### src/rtl/lsu_pkg.sv
// Shared constants, FSM encoding and decode helpers for the RV32 load/store stage.
package lsu_pkg;

    localparam logic [2:0] F3_B       = 3'b000;
    localparam logic [2:0] F3_H       = 3'b001;
    localparam logic [2:0] F3_W       = 3'b010;
    localparam logic [2:0] F3_BU      = 3'b100;
    localparam logic [2:0] F3_HU      = 3'b101;
    localparam logic [2:0] RWTYP_WORD = 3'b010;

    typedef enum logic [2:0] {
        IDLE  = 3'd0,
        READ  = 3'd1,
        CAPT  = 3'd2,
        WRITE = 3'd3,
        RESP  = 3'd4
    } lsu_state_e;

    // Anything that is not a byte or halfword op (including reserved encodings) is a word op.
    function automatic logic is_word_op(input logic [2:0] f3);
        return !(f3 == F3_B || f3 == F3_BU || f3 == F3_H || f3 == F3_HU);
    endfunction

    function automatic logic misaligned(input logic [2:0] f3, input logic [1:0] a);
        if (f3 == F3_B || f3 == F3_BU) return 1'b0;
        if (f3 == F3_H || f3 == F3_HU) return a[0];
        return a != 2'b00;
    endfunction

endpackage

### src/rtl/lsu_mem_stage_if.sv
// Request/response handshake and word-RAM bus of the load/store stage.
// req and resp both follow valid/ready: a transfer happens on the rising edge where
// valid && ready; a raised valid and its payload stay stable until that edge.
interface lsu_mem_stage_if #(
    parameter int ADDR_WIDTH = 32,
    parameter int DATA_WIDTH = 32
);
    logic                  req_valid;
    logic                  req_ready;
    logic                  req_we;
    logic [2:0]            req_funct3;
    logic [ADDR_WIDTH-1:0] req_addr;
    logic [DATA_WIDTH-1:0] req_wdata;
    logic                  resp_valid;
    logic                  resp_ready;
    logic [DATA_WIDTH-1:0] resp_rdata;
    logic                  resp_err;
    logic [2:0]            ram_rwtyp;
    logic [ADDR_WIDTH-1:0] ram_addr;
    logic [DATA_WIDTH-1:0] ram_wdata;
    logic                  ram_wren;
    logic                  ram_rden;
    logic [DATA_WIDTH-1:0] ram_q;

    modport master (
        output req_valid, req_we, req_funct3, req_addr, req_wdata, resp_ready, ram_q,
        input  req_ready, resp_valid, resp_rdata, resp_err,
               ram_rwtyp, ram_addr, ram_wdata, ram_wren, ram_rden
    );

    modport slave (
        input  req_valid, req_we, req_funct3, req_addr, req_wdata, resp_ready, ram_q,
        output req_ready, resp_valid, resp_rdata, resp_err,
               ram_rwtyp, ram_addr, ram_wdata, ram_wren, ram_rden
    );
endinterface

### src/rtl/lsu_lane_align.sv
// Combinational lane logic: load extract/extend and byte/halfword store merge into a word.
module lsu_lane_align
    import lsu_pkg::*;
(
    input  logic [2:0]  funct3_i,
    input  logic [1:0]  addr_i,
    input  logic [31:0] word_i,
    input  logic [31:0] wdata_i,
    output logic [31:0] load_o,
    output logic [31:0] store_o
);
    logic [4:0]  b_shamt;
    logic [4:0]  h_shamt;
    logic [31:0] b_shifted;
    logic [31:0] h_shifted;
    logic [31:0] b_mask;
    logic [31:0] h_mask;

    assign b_shamt   = {addr_i, 3'b000};
    assign h_shamt   = {addr_i[1], 4'b0000};
    assign b_shifted = word_i >> b_shamt;
    assign h_shifted = word_i >> h_shamt;
    assign b_mask    = 32'h0000_00FF << b_shamt;
    assign h_mask    = 32'h0000_FFFF << h_shamt;

    always_comb begin
        load_o  = word_i;
        store_o = wdata_i;
        case (funct3_i)
            F3_B: begin
                load_o  = {{24{b_shifted[7]}}, b_shifted[7:0]};
                store_o = (word_i & ~b_mask) | ({24'd0, wdata_i[7:0]} << b_shamt);
            end
            F3_BU: load_o = {24'd0, b_shifted[7:0]};
            F3_H: begin
                load_o  = {{16{h_shifted[15]}}, h_shifted[15:0]};
                store_o = (word_i & ~h_mask) | ({16'd0, wdata_i[15:0]} << h_shamt);
            end
            F3_HU: load_o = {16'd0, h_shifted[15:0]};
            default: ;
        endcase
    end
endmodule

### src/rtl/lsu_mem_stage.sv
// RV32 load/store stage: word RAM accesses, RMW for SB/SH, aligned/extended load results.
// Build option: define LSU_MISALIGN_CHECK_EN to flag misaligned requests with resp_err.
module lsu_mem_stage
    import lsu_pkg::*;
#(
    parameter int ADDR_WIDTH = 32,
    parameter int DATA_WIDTH = 32
) (
    input  logic          clk,
    input  logic          rst,
    lsu_mem_stage_if.slave bus,
    output lsu_state_e    state_o
);
    lsu_state_e            state_q;
    logic                  we_q;
    logic [2:0]            funct3_q;
    logic [ADDR_WIDTH-1:0] addr_q;
    logic [DATA_WIDTH-1:0] wdata_q;
    logic                  resp_valid_q;
    logic [DATA_WIDTH-1:0] resp_rdata_q;
    logic                  resp_err_q;
    logic                  ram_rden_q;
    logic                  ram_wren_q;
    logic [DATA_WIDTH-1:0] ram_wdata_q;
    logic                  req_misaligned;
    logic [31:0]           load_word;
    logic [31:0]           store_word;

`ifdef LSU_MISALIGN_CHECK_EN
    assign req_misaligned = misaligned(bus.req_funct3, bus.req_addr[1:0]);
`else
    assign req_misaligned = 1'b0;
`endif

    lsu_lane_align u_align (
        .funct3_i (funct3_q),
        .addr_i   (addr_q[1:0]),
        .word_i   (bus.ram_q),
        .wdata_i  (wdata_q),
        .load_o   (load_word),
        .store_o  (store_word)
    );

    always_ff @(posedge clk) begin
        if (rst) begin
            state_q      <= IDLE;
            we_q         <= 1'b0;
            funct3_q     <= 3'b000;
            addr_q       <= '0;
            wdata_q      <= '0;
            resp_valid_q <= 1'b0;
            resp_rdata_q <= '0;
            resp_err_q   <= 1'b0;
            ram_rden_q   <= 1'b0;
            ram_wren_q   <= 1'b0;
            ram_wdata_q  <= '0;
        end else begin
            // Strobes are single-cycle pulses unless a transition below raises them.
            ram_rden_q <= 1'b0;
            ram_wren_q <= 1'b0;
            case (state_q)
                IDLE: begin
                    if (bus.req_valid) begin
                        we_q         <= bus.req_we;
                        funct3_q     <= bus.req_funct3;
                        addr_q       <= bus.req_addr;
                        wdata_q      <= bus.req_wdata;
                        resp_rdata_q <= '0;
                        resp_err_q   <= 1'b0;
                        if (req_misaligned) begin
                            resp_err_q   <= 1'b1;
                            resp_valid_q <= 1'b1;
                            state_q      <= RESP;
                        end else if (bus.req_we && is_word_op(bus.req_funct3)) begin
                            ram_wdata_q <= bus.req_wdata;
                            ram_wren_q  <= 1'b1;
                            state_q     <= WRITE;
                        end else begin
                            ram_rden_q <= 1'b1;
                            state_q    <= READ;
                        end
                    end
                end
                READ: state_q <= CAPT;
                CAPT: begin
                    if (we_q) begin
                        ram_wdata_q <= store_word;
                        ram_wren_q  <= 1'b1;
                        state_q     <= WRITE;
                    end else begin
                        resp_rdata_q <= load_word;
                        resp_valid_q <= 1'b1;
                        state_q      <= RESP;
                    end
                end
                WRITE: begin
                    resp_valid_q <= 1'b1;
                    state_q      <= RESP;
                end
                RESP: begin
                    if (bus.resp_ready) begin
                        resp_valid_q <= 1'b0;
                        state_q      <= IDLE;
                    end
                end
                default: state_q <= IDLE;
            endcase
        end
    end

    assign bus.req_ready  = (state_q == IDLE);
    assign bus.resp_valid = resp_valid_q;
    assign bus.resp_rdata = resp_rdata_q;
    assign bus.resp_err   = resp_err_q;
    assign bus.ram_rwtyp  = RWTYP_WORD;
    assign bus.ram_addr   = {addr_q[ADDR_WIDTH-1:2], 2'b00};
    assign bus.ram_wdata  = ram_wdata_q;
    assign bus.ram_wren   = ram_wren_q;
    assign bus.ram_rden   = ram_rden_q;
    assign state_o        = state_q;
endmodule

### src/flat_wrapper.sv
// flat-port wrapper written by rule: the top's interface ports become plain ports
module lsu_mem_stage_flat import lsu_pkg::*;
#(
    parameter int ADDR_WIDTH = 32,
    parameter int DATA_WIDTH = 32
)
  (clk, rst, state_o, bus_req_valid, bus_req_we, bus_req_funct3, bus_req_addr, bus_req_wdata, bus_resp_ready, bus_ram_q, bus_req_ready, bus_resp_valid, bus_resp_rdata, bus_resp_err, bus_ram_rwtyp, bus_ram_addr, bus_ram_wdata, bus_ram_wren, bus_ram_rden);
  lsu_mem_stage_if #(.ADDR_WIDTH(ADDR_WIDTH), .DATA_WIDTH(DATA_WIDTH)) bus_i ();
  input  logic clk;
  input  logic rst;
  output lsu_state_e state_o;
  input wire logic [$bits(bus_i.req_valid)-1:0] bus_req_valid;
  input wire logic [$bits(bus_i.req_we)-1:0] bus_req_we;
  input wire logic [$bits(bus_i.req_funct3)-1:0] bus_req_funct3;
  input wire logic [$bits(bus_i.req_addr)-1:0] bus_req_addr;
  input wire logic [$bits(bus_i.req_wdata)-1:0] bus_req_wdata;
  input wire logic [$bits(bus_i.resp_ready)-1:0] bus_resp_ready;
  input wire logic [$bits(bus_i.ram_q)-1:0] bus_ram_q;
  output wire logic [$bits(bus_i.req_ready)-1:0] bus_req_ready;
  output wire logic [$bits(bus_i.resp_valid)-1:0] bus_resp_valid;
  output wire logic [$bits(bus_i.resp_rdata)-1:0] bus_resp_rdata;
  output wire logic [$bits(bus_i.resp_err)-1:0] bus_resp_err;
  output wire logic [$bits(bus_i.ram_rwtyp)-1:0] bus_ram_rwtyp;
  output wire logic [$bits(bus_i.ram_addr)-1:0] bus_ram_addr;
  output wire logic [$bits(bus_i.ram_wdata)-1:0] bus_ram_wdata;
  output wire logic [$bits(bus_i.ram_wren)-1:0] bus_ram_wren;
  output wire logic [$bits(bus_i.ram_rden)-1:0] bus_ram_rden;
  assign bus_i.req_valid = bus_req_valid;
  assign bus_i.req_we = bus_req_we;
  assign bus_i.req_funct3 = bus_req_funct3;
  assign bus_i.req_addr = bus_req_addr;
  assign bus_i.req_wdata = bus_req_wdata;
  assign bus_i.resp_ready = bus_resp_ready;
  assign bus_i.ram_q = bus_ram_q;
  assign bus_req_ready = bus_i.req_ready;
  assign bus_resp_valid = bus_i.resp_valid;
  assign bus_resp_rdata = bus_i.resp_rdata;
  assign bus_resp_err = bus_i.resp_err;
  assign bus_ram_rwtyp = bus_i.ram_rwtyp;
  assign bus_ram_addr = bus_i.ram_addr;
  assign bus_ram_wdata = bus_i.ram_wdata;
  assign bus_ram_wren = bus_i.ram_wren;
  assign bus_ram_rden = bus_i.ram_rden;
  lsu_mem_stage #(.ADDR_WIDTH(ADDR_WIDTH), .DATA_WIDTH(DATA_WIDTH)) u_core (.clk(clk), .rst(rst), .bus(bus_i), .state_o(state_o));
endmodule
### config.mk
export PLATFORM = sky130hd
export DESIGN_NAME = lsu_mem_stage_flat
export DESIGN_NICKNAME = d
export VERILOG_FILES = /design/src/rtl/lsu_pkg.sv /design/src/rtl/lsu_mem_stage_if.sv /design/src/rtl/lsu_lane_align.sv /design/src/rtl/lsu_mem_stage.sv /design/src/flat_wrapper.sv
export SDC_FILE = /design/constraint.sdc
export NUM_CORES = 1
export LEC_CHECK = 0
export ABC_AREA = 0
export CAP_MARGIN = 20
export CORE_UTILIZATION = 48
export DETAILED_ROUTE_END_ITERATION = 12
export PLACE_DENSITY_LB_ADDON = 0.15
export SLEW_MARGIN = 10
export SYNTH_ARGS = -nofsm -noshare
export SYNTH_HDL_FRONTEND = slang
export SYNTH_SLANG_ARGS = --single-unit
### constraint.sdc
create_clock -name clk -period 2.1 [get_ports clk]
set_input_delay 0.315 -clock clk [delete_from_list [all_inputs] [get_ports clk]]
set_output_delay 0.315 -clock clk [all_outputs]
set_load 0.005 [all_outputs]
* Word-level counts from Yosys, hierarchy flattened *
Cells that the tools add are included.

word-level totals
  flip-flop bits (word level) = 138
  bits in latches = 0
  memory bits (writable) = 0
  ROM bits = 0
  word-level logic and storage cells = 77
  memories = 0

cells by class
  $add $sub $neg = 0
  $mul = 0
  divide/modulo/power cells = 0
  magnitude comparators = 0
  equality and inequality tests = 15
  shift-type cells = 6
  muxes and demuxes = 22
  bitwise operators = 8
  reduce and logical (&&, ||, !) cells = 16

operators with widths
  kind                   number
  $pmux 32 s2            3
  $mux 32                5
  $pmux 32 s4            1
  $and 32x32->32         2
  $not 32->32            2
  $or 32x32->32          2
  $shl 16x5->32          1
  $shl 16x5->32 const A  1
  $shl 8x5->32           1
  $shl 8x5->32 const A   1
  $shr 32x5->16          1
  $shr 32x5->8           1
  $eq 3x3->1 const B     5
  $pmux 3 s5             1
  $eq 3x1->1 const B     3
  $logic_not 3->1        3
  $mux 3                 3
  $eq 3x2->1 const B     2
  $mux 1                 6
  $ne 2x2->1 const B     3
  $reduce_and 3->1       2
  $ne 2x1->1 const B     2
  $reduce_and 2->1       2
  $reduce_and 4->1       1
  other kinds (10)       13

* Depth between registers and ports, before layout *
Gate-level depths: netlist (run 1).

  depth after elaboration = 9
  depth in mapped cells = 8
  gate-level depth less buffers = 4

* By module *
Synthesis (run 1) repeated with hierarchy kept, for this count alone.

second synthesis, totals
  cells, all modules = 942
  area total of the unflattened synthesis = 7402.1 um^2

by module, submodules not included
  module          times used  cells an instance  area each (um^2)  seq. area each (um^2)
  lsu_mem_stage   1           701                5798.1            2762.6
  lsu_lane_align  1           241                1604.0            0.0

* Least setup slack after synthesis (run 1) *
No wires, ideal clock.

  path kind = reg-to-reg
  start point = register u_core.state_q[2], in the netlist u_core.state_o[2]
  end point = register u_core.ram_wdata_q[27], in the netlist u_core.bus.ram_wdata[27]
  arrival = 1566 ps
  data required time = 1967 ps
  path slack = 401 ps
  stages on the path, launching flop included = 7
  buffers on the path = 2
  clock period less this slack = 1699 ps
  cells stage by stage = dfxtp_1 -> or3b_1 -> buf_4 -> buf_6 -> a221o_1 -> a221oi_2 -> o41ai_2

on the way
  word-level cells in the longest chain between the ends = 3
  elaborated cells between the ends (all ways) = 8

RTL lines
  item                                                  line                 RTL
  start: declaration                                    lsu_mem_stage.sv:14  lsu_state_e state_q;
  start signal: assignment                              lsu_mem_stage.sv:46  state_q <= IDLE;
  start signal: assignment                              lsu_mem_stage.sv:73  state_q <= RESP;
  start signal: assignment                              lsu_mem_stage.sv:77  state_q <= WRITE;
  $eq 3x2->1 / $logic_not 3->1 (equally long branches)  lsu_mem_stage.sv:61  case (state_q)
  $ne 2x1->1 (no line), or another cell as far along    -
  $reduce_and 4->1 (no line)                            -
  end signal: assignment                                lsu_mem_stage.sv:75  ram_wdata_q <= bus.req_wdata;
  end signal: assignment                                lsu_mem_stage.sv:87  ram_wdata_q <= store_word;
  end: declaration                                      lsu_mem_stage.sv:24  logic [DATA_WIDTH-1:0] ram_wdata_q;

Parallel ways exist; a longest one is shown, timed or not.
A chain may end at the register's enable or synchronous reset.

* Final worst setup path (run 1) *
  start point = register u_core.funct3_q[0]
  end point = register u_core.ram_wdata_q[24], in the netlist u_core.bus.ram_wdata[24]

on the way
  word-level cells in the longest chain between the ends = 4
  elaborated cells between the ends (all ways) = 5

RTL lines
  item                                                  line                  RTL
  start: declaration                                    lsu_mem_stage.sv:16   logic [2:0] funct3_q;
  start signal: assignment                              lsu_mem_stage.sv:65   funct3_q <= bus.req_funct3;
  $eq 3x1->1 / $logic_not 3->1 (equally long branches)  lsu_lane_align.sv:29  case (funct3_i)
  $pmux 32 s2 (*)                                       lsu_lane_align.sv:29
  $mux 32 (*)                                           lsu_mem_stage.sv:86   if (we_q) begin
  $pmux 32 s2 (*)                                       lsu_mem_stage.sv:61

Every way passes the cells marked *; elsewhere a longest branch is shown, timed or not. The select of a mux whose other input is x is not followed.

==> results of run 1 <==
cell type report:
type,instances,area share [%]
multi-input cells,581,37.5
flip-flops and latches,138,28.5
well taps,180,2.32
repair buffers,244,25.2
inverters,11,0.426
clock buffers,23,5.14
clock inverters,7,0.929
registers in the layout, indices dropped and copies added (netlist names):
register               flops
u_core.addr_q             32
u_core.bus.ram_wdata      32
u_core.bus.resp_rdata     32
u_core.wdata_q            32
u_core.funct3_q            3
u_core.state_o             3
u_core.bus.ram_rden        1
u_core.bus.ram_wren        1
u_core.bus.resp_valid      1
u_core.we_q                1
power by group:
part / internal, µW / switching (µW)
clock: 1890 / 1110
combinational: 927 / 963
sequential: 2830 / 178
total: 5640 / 2250
how the worst min path moves through the flow:
stage,end,slack (ns)
final,u_core.state_o[2],0.34
after global routing,u_core.state_o[2],0.33
after CTS,u_core.state_o[2],0.32
after detailed placement,u_core.addr_q[14],0.45
after global placement,u_core.addr_q[5],0.44
after floorplan,u_core.bus.ram_rden,0.41
synth_stat cells, drive strengths merged, types with 2 or more instances:
cell type / count / share of area, %
a221oi: 24 / 3.6
o21ai: 23 / 1.7
dfxtp: 138 / 39
a22oi: 6 / 0.64
a221o: 15 / 2.1
clkbuf: 36 / 2.0
nor3b: 2 / 0.29
o41ai: 23 / 3.1
a21boi: 8 / 0.86
buf: 76 / 7.0
nor2: 40 / 2.2
a21oi: 87 / 6.4
and3: 2 / 0.18
or2: 3 / 0.27
a211oi: 26 / 2.8
mux2: 25 / 4.0
conb: 2 / 0.11
nor2b: 5 / 0.45
inv: 11 / 0.59
and2: 9 / 0.80
nand3b: 23 / 2.5
o221ai: 7 / 0.87
nand3: 2 / 0.14
o2bb2ai: 16 / 2.0
nand2b: 21 / 1.9
o2111ai: 2 / 0.25
nor3: 3 / 0.61
a32o: 16 / 2.3
nand2: 174 / 9.3
or3: 2 / 0.18
per-stage QoR:
step | cells | power (µW) | worst slack, ns | hold slack, ns | util (%)
2_1_floorplan | 842 | 4070 | 0.401 | 0.414 | -
3_3_place_gp | 1154 | 4900 | 0.0793 | 0.441 | 64.6
3_5_place_dp | 1154 | 4930 | 0.0549 | 0.447 | 64.6
4_1_cts | 1184 | 7900 | 0.152 | 0.318 | 68.7
5_1_grt | 1184 | 8220 | 0.0197 | 0.335 | 68.8
6_report | 1184 | 7890 | 0.115 | 0.339 | 68.8
worst max-delay path: stages, from the launching register on:
cell	delay, ns
dfxtp_1	0.48
buf_4	0.26
nor3_4	0.16
and3_1	0.48
a221oi_2	0.16
o41ai_1	0.34
what timing repair did:
item / 4_1_cts / 5_1_grt
gates resized for setup: 2 / 1
endpoints found under the hold margin: 0 / 0
endpoints found under the setup margin: 1 / 1
pin swaps: 0 / 0
cells by family after synthesis:
| group | synth area share, % |
|---|---|
| DFF | 39.4 |
| and+or+nand+nor | 19.4 |
| AOI/OAI and AO/OA | 27.2 |
| other | 0.107 |
| buffers and inverters | 9.50 |
| muxes | 4.47 |
metal layers:
metal	up-vias	GRT usage, %	share of wire [%]
met5	-	0	0
met4	0	12.3	3.4
met3	46	7.93	8.3
met2	334	47.6	47
met1	3283	37.9	41
li1	3280	-	-
==> results.py, run 1 <==
metrics = {
    "critical_path": {
        "worst-r2r-setup-slack_ns": 0.11,
        "critPathKind": "reg2reg",
        "end_kind": "register",
        "cp.arrival_ns": 2.29,
        "rr_endpoint": "u_core.bus.ram_wdata[24]",
        "worstPathMaxFanout": 15,
        "worstSetupStartpoint": "u_core.funct3_q[0]",
        "critPathLaunchType": "register",
        "reg2reg_from": "u_core.funct3_q[0]",
        "worstPathRequired_ns": 2.40,
        "cp-endpoint": "u_core.bus.ram_wdata[24]",
        "worst-r2r-cell-count": 5,
    },
    "final_layout": {
        "final-seq-area_um2": 2760,
        "final_area_um2": 9690,
        "diodes": 0,
        "area_growth_pct": 38.1,
        "drive_above_1_share_pct": 12.1,
        "nFillCells": 1162,
        "mostFrequentLayoutCell": "clkdlybuf4s50_1",
        "multi_input_area_um2": 3640,
        "final_cell_mix": "202 x clkdlybuf4s50_1, 173 x nand2_1, 137 x dfxtp_1, 86 x a21oi_1, 38 x nor2_1",
        "nNetsFinal": 1097,
    },
    "die": {
        "ioPinCount": 211,
        "start_util_pct": 49.8,
        "die_area_um2": 15100,
        "die_w_um": 123,
        "core-area_um2": 14100,
        "fp-row-count": 43,
        "die_y_um": 123,
    },
    "worst_hold_path": {
        "hp-class": "in2reg",
        "min_from": "rst",
        "hold_depth": 2,
    },
    "clock_network": {
        "cts_tree": "built",
        "cts_root_buffer": "clkbuf_16",
        "hold_buffers": 0,
        "cts_setup_buffers": 0,
        "cts_buffers": 17,
        "clock_latency_ns": 0.42,
        "clock-sinks": 138,
        "cts_max_level": 4,
        "clkSlewWorstSetupHoldPaths_ns": 0.06,
        "clockBufferDepth": 2,
    },
    "timing": {
        "finalCriticalPeriod_ns": 1.99,
        "rsz0062_at_grt": "no",
        "tightest_slew_ns": 0.545,
        "finalCritPeriodShare_pct": 94.5,
        "hold_violations": 0,
        "setup_viol": 0,
        "fin_worst_skew_ns": 0.00908,
        "drv_slew": 0,
        "fin_setup_tns_ns": 0,
        "slew_headroom_pct": 63.6,
        "fmax_mhz": 504,
    },
    "global_routing": {
        "grt_overflow": 0,
        "grt_pass1_wl_um": 34300,
        "antenna_found_initial": 0,
        "grt_max_degree": 41,
        "grt_usage_pct": 29.8,
        "grt_pass1_vias": 6473,
    },
    "power_and_ir_drop": {
        "p_per_area_nw_per_um2": 814,
        "p_leak_uw": 0.00345,
        "vdd_drop_max_v": 0.000698,
    },
    "synth": {
        "synth-edff-count": 0,
        "synth_area_um2": 7020,
        "syn_area_per_cell_um2": 8.38,
        "synth_cell_types": 54,
        "syn_inst": 838,
        "yosysSeqAreaShare_pct": 39.4,
        "synth_async_sr_flop_share_pct": 0,
        "synth-seq-cells": 138,
        "ys.flop_type": "dfxtp_1",
        "synth_warnings": 0,
    },
    "route": {
        "drc": 0,
        "vias": 6943,
        "drt_iter0_drc": 586,
        "ant_nets": 0,
        "first_pass_iters": 5,
        "wirelength_um": 22100,
        "wire_per_inst_um": 18.6,
        "viasPerCell": 5.86,
    },
    "place": {
        "dpl-instance-area_um2": 9100,
        "place_congestion": 0.886,
        "portBuffers": 204,
        "hpwl_um": 15700,
    },
    "status": {
        "status": "finished clean",
    },
    "run": {
        "cap_violations": 0,
    },
}
Note: power is estimated with default switching activity, not from simulation.
==> run 2, diff against run 1 <==
- SLEW_MARGIN: 10 -> unset
==> results of run 2 <==
Same layout as run 1: the final DEF is identical, and so are final timing and power.
==> RTL edit, RTL diff (flow settings as in run 1) <==
`ADDR_WIDTH` is set to 32 in 3 places; all go to 48.
--- a/src/rtl/lsu_mem_stage_if.sv
+++ b/src/rtl/lsu_mem_stage_if.sv
@@ -2,7 +2,7 @@
 // req and resp both follow valid/ready: a transfer happens on the rising edge where
 // valid && ready; a raised valid and its payload stay stable until that edge.
 interface lsu_mem_stage_if #(
-    parameter int ADDR_WIDTH = 32,
+    parameter int ADDR_WIDTH = 48,
     parameter int DATA_WIDTH = 32
 );
     logic                  req_valid;
--- a/src/rtl/lsu_mem_stage.sv
+++ b/src/rtl/lsu_mem_stage.sv
@@ -3,7 +3,7 @@
 module lsu_mem_stage
     import lsu_pkg::*;
 #(
-    parameter int ADDR_WIDTH = 32,
+    parameter int ADDR_WIDTH = 48,
     parameter int DATA_WIDTH = 32
 ) (
     input  logic          clk,
--- a/src/flat_wrapper.sv
+++ b/src/flat_wrapper.sv
@@ -1,7 +1,7 @@
 // flat-port wrapper written by rule: the top's interface ports become plain ports
 module lsu_mem_stage_flat import lsu_pkg::*;
 #(
-    parameter int ADDR_WIDTH = 32,
+    parameter int ADDR_WIDTH = 48,
     parameter int DATA_WIDTH = 32
 )
   (clk, rst, state_o, bus_req_valid, bus_req_we, bus_req_funct3, bus_req_addr, bus_req_wdata, bus_resp_ready, bus_ram_q, bus_req_ready, bus_resp_valid, bus_resp_rdata, bus_resp_err, bus_ram_rwtyp, bus_ram_addr, bus_ram_wdata, bus_ram_wren, bus_ram_rden);
Ports: changed (resized bus_ram_addr and bus_req_addr); port bits go from 211 to 243. The function was not compared with the original's and may differ.
==> RTL edit against run 1 <==
Clock skew down 0.0043 ns; area after synthesis is 8.7% higher; via count increased by 8.8%; worst setup slack lost 0.028 ns; global-route usage is 0.068 points lower; register-to-register slack better by 0.09 ns; sequential cell count rose by 16; design area increased by 8.6%; routed wire length is 10% higher; sequential share of layout area is 0.79 points higher; total power is 4.4% higher; critical endpoint is now bus_req_ready; largest power group unchanged.
==> RTL edit: results (changes against run 1) <==
Post-CTS Resized: 0 (was 2)
First-pass GRT wire length: 37500 µm (was 34300 µm)
FF-to-FF End: u_core.bus.resp_rdata[0] (was u_core.bus.ram_wdata[24])
Seq cells post-synth: 154 (was 138)
Placed instance area: 0.00998 mm² (was 0.00910 mm²)
Asr flop ratio synth: 0 (unchanged)
Buffers outside the clock class: 283 (was 244)
Crit path to: bus_req_ready (was u_core.bus.ram_wdata[24])
Vias in the first global route: 7167 (was 6473)
Layout cells sized above 1: 0.0986 (was 0.121)
CP max-delay cell: clkdlybuf4s50_1 (was dfxtp_1)
Final non-filler cell total: 1327 (was 1184)
End of the worst hold path: u_core.wdata_q[17] (was u_core.state_o[2])
Worst hold slack: 0.281 ns (was 0.339 ns)
Via count: 7557 (was 6943)
DP Worst Slack: -0.00200 ns (was 0.0549 ns)
Crit path from: u_core.state_o[2] (was u_core.funct3_q[0])
Routability Congestion: 0.903 (was 0.886)
# fillers: 1346 (was 1162)
Final non-clock buffer share: 0.267 (was 0.252)
Status: finished, final reports clean (unchanged)
WP data arrival: 1.70 ns (was 2.29 ns)
Iteration-0 DRC count of the detailed router: 546 (was 586)
Port Buffers: 236 (was 204)
Max rail drop VDD: 0.641 mV (was 0.698 mV)
Post-detail-place hpwl: 17000 µm (was 15700 µm)
Worst R2R Start: u_core.funct3_q[1] (was u_core.funct3_q[0])
Largest net degree at the start of global routing: 50 (was 41)
Worst-path clk slew: 0.06 ns (about the same)
R2R setup slack: 0.20 ns (was 0.11 ns)
Nets: 1223 (was 1097)
H-Tree Depth: 4 (unchanged)
Seq pwr share: 0.405 (was 0.381)
Worst clock skew: 0.00482 ns (was 0.00908 ns)
CP Max Fanout: 9 (was 15)
Dominant cells by area after synthesis: dfxtp_1 (40%), nand2_1 (10%), a21oi_1 (7.0%), buf_4 (5.3%), a221oi_1 (2.8%) (was dfxtp_1 (39%), nand2_1 (9.3%), a21oi_1 (6.1%), buf_4 (4.1%), mux2_2 (4.0%))
Syn_area_per_cell: 8.21 µm² (was 8.38 µm²)
Combinational power: 0.00207 W (was 0.00189 W)
Global Route Usage Sum: 0.297 (was 0.298)
CLK BUF: 19 (was 23)
Multi-input logic area: 0.00379 mm² (was 0.00364 mm²)
Total leakage power: 3.88 nW (was 3.45 nW)
Wire length per cell: 18.3 µm (was 18.6 µm)
Critical path's largest stage delay: 0.52 ns (was 0.48 ns)
Yosys cell types: 59 (was 54)
Clock buf/inv share: 0.0510 (was 0.0607)
Multi-input gates: 636 (was 581)
List of most frequent post-synthesis cells: nand2_1 (212), dfxtp_1 (154), a21oi_1 (107) (was nand2_1 (174), dfxtp_1 (138), a21oi_1 (86))
Reg2Reg Depth: 5 (unchanged)
Max Freq: 497 MHz (was 504 MHz)
Register area: 0.00308 mm² (was 0.00276 mm²)
Slew of the pin with the lowest slew margin: 0.585 ns (was 0.545 ns)
Switch share: 0.298 (was 0.285)
Delay-heaviest family, CP: buffers and inverters (was simple AND/OR/NAND/NOR gates)
## RTL edit: stage by stage
stage          setup TNS [ns]  utilization  power [W]
6_report                    0        0.685    0.00824
5_1_grt                     0        0.685    0.00858
4_1_cts                     0        0.684    0.00826
3_5_place_dp         -0.00200        0.649    0.00544
3_3_place_gp                0        0.649    0.00541
2_1_floorplan               0            -    0.00449
## RTL edit: kinds of logic (layout without fill, tap and decap cells)
| logic type | count (synthesis) | after routing | share of synthesized area |
|---|---|---|---|
| AO/OA/AOI/OAI | 287 | 287 | 0.259 |
| other | 2 | 6 | 0.000984 |
| AND/OR/NAND/NOR | 308 | 308 | 0.181 |
| flip-flops | 154 | 154 | 0.404 |
| buffers and inverters | 143 | 326 | 0.104 |
| multiplexers | 35 | 35 | 0.0504 |
## RTL edit: layer usage
metal | track usage | vias to the layer above | wire length, µm
met5 | 0 | - | 0
met4 | 0.132 | 0 | 879
met3 | 0.0977 | 58 | 2420
met2 | 0.474 | 396 | 11200
met1 | 0.366 | 3504 | 9790
li1 | - | 3599 | -
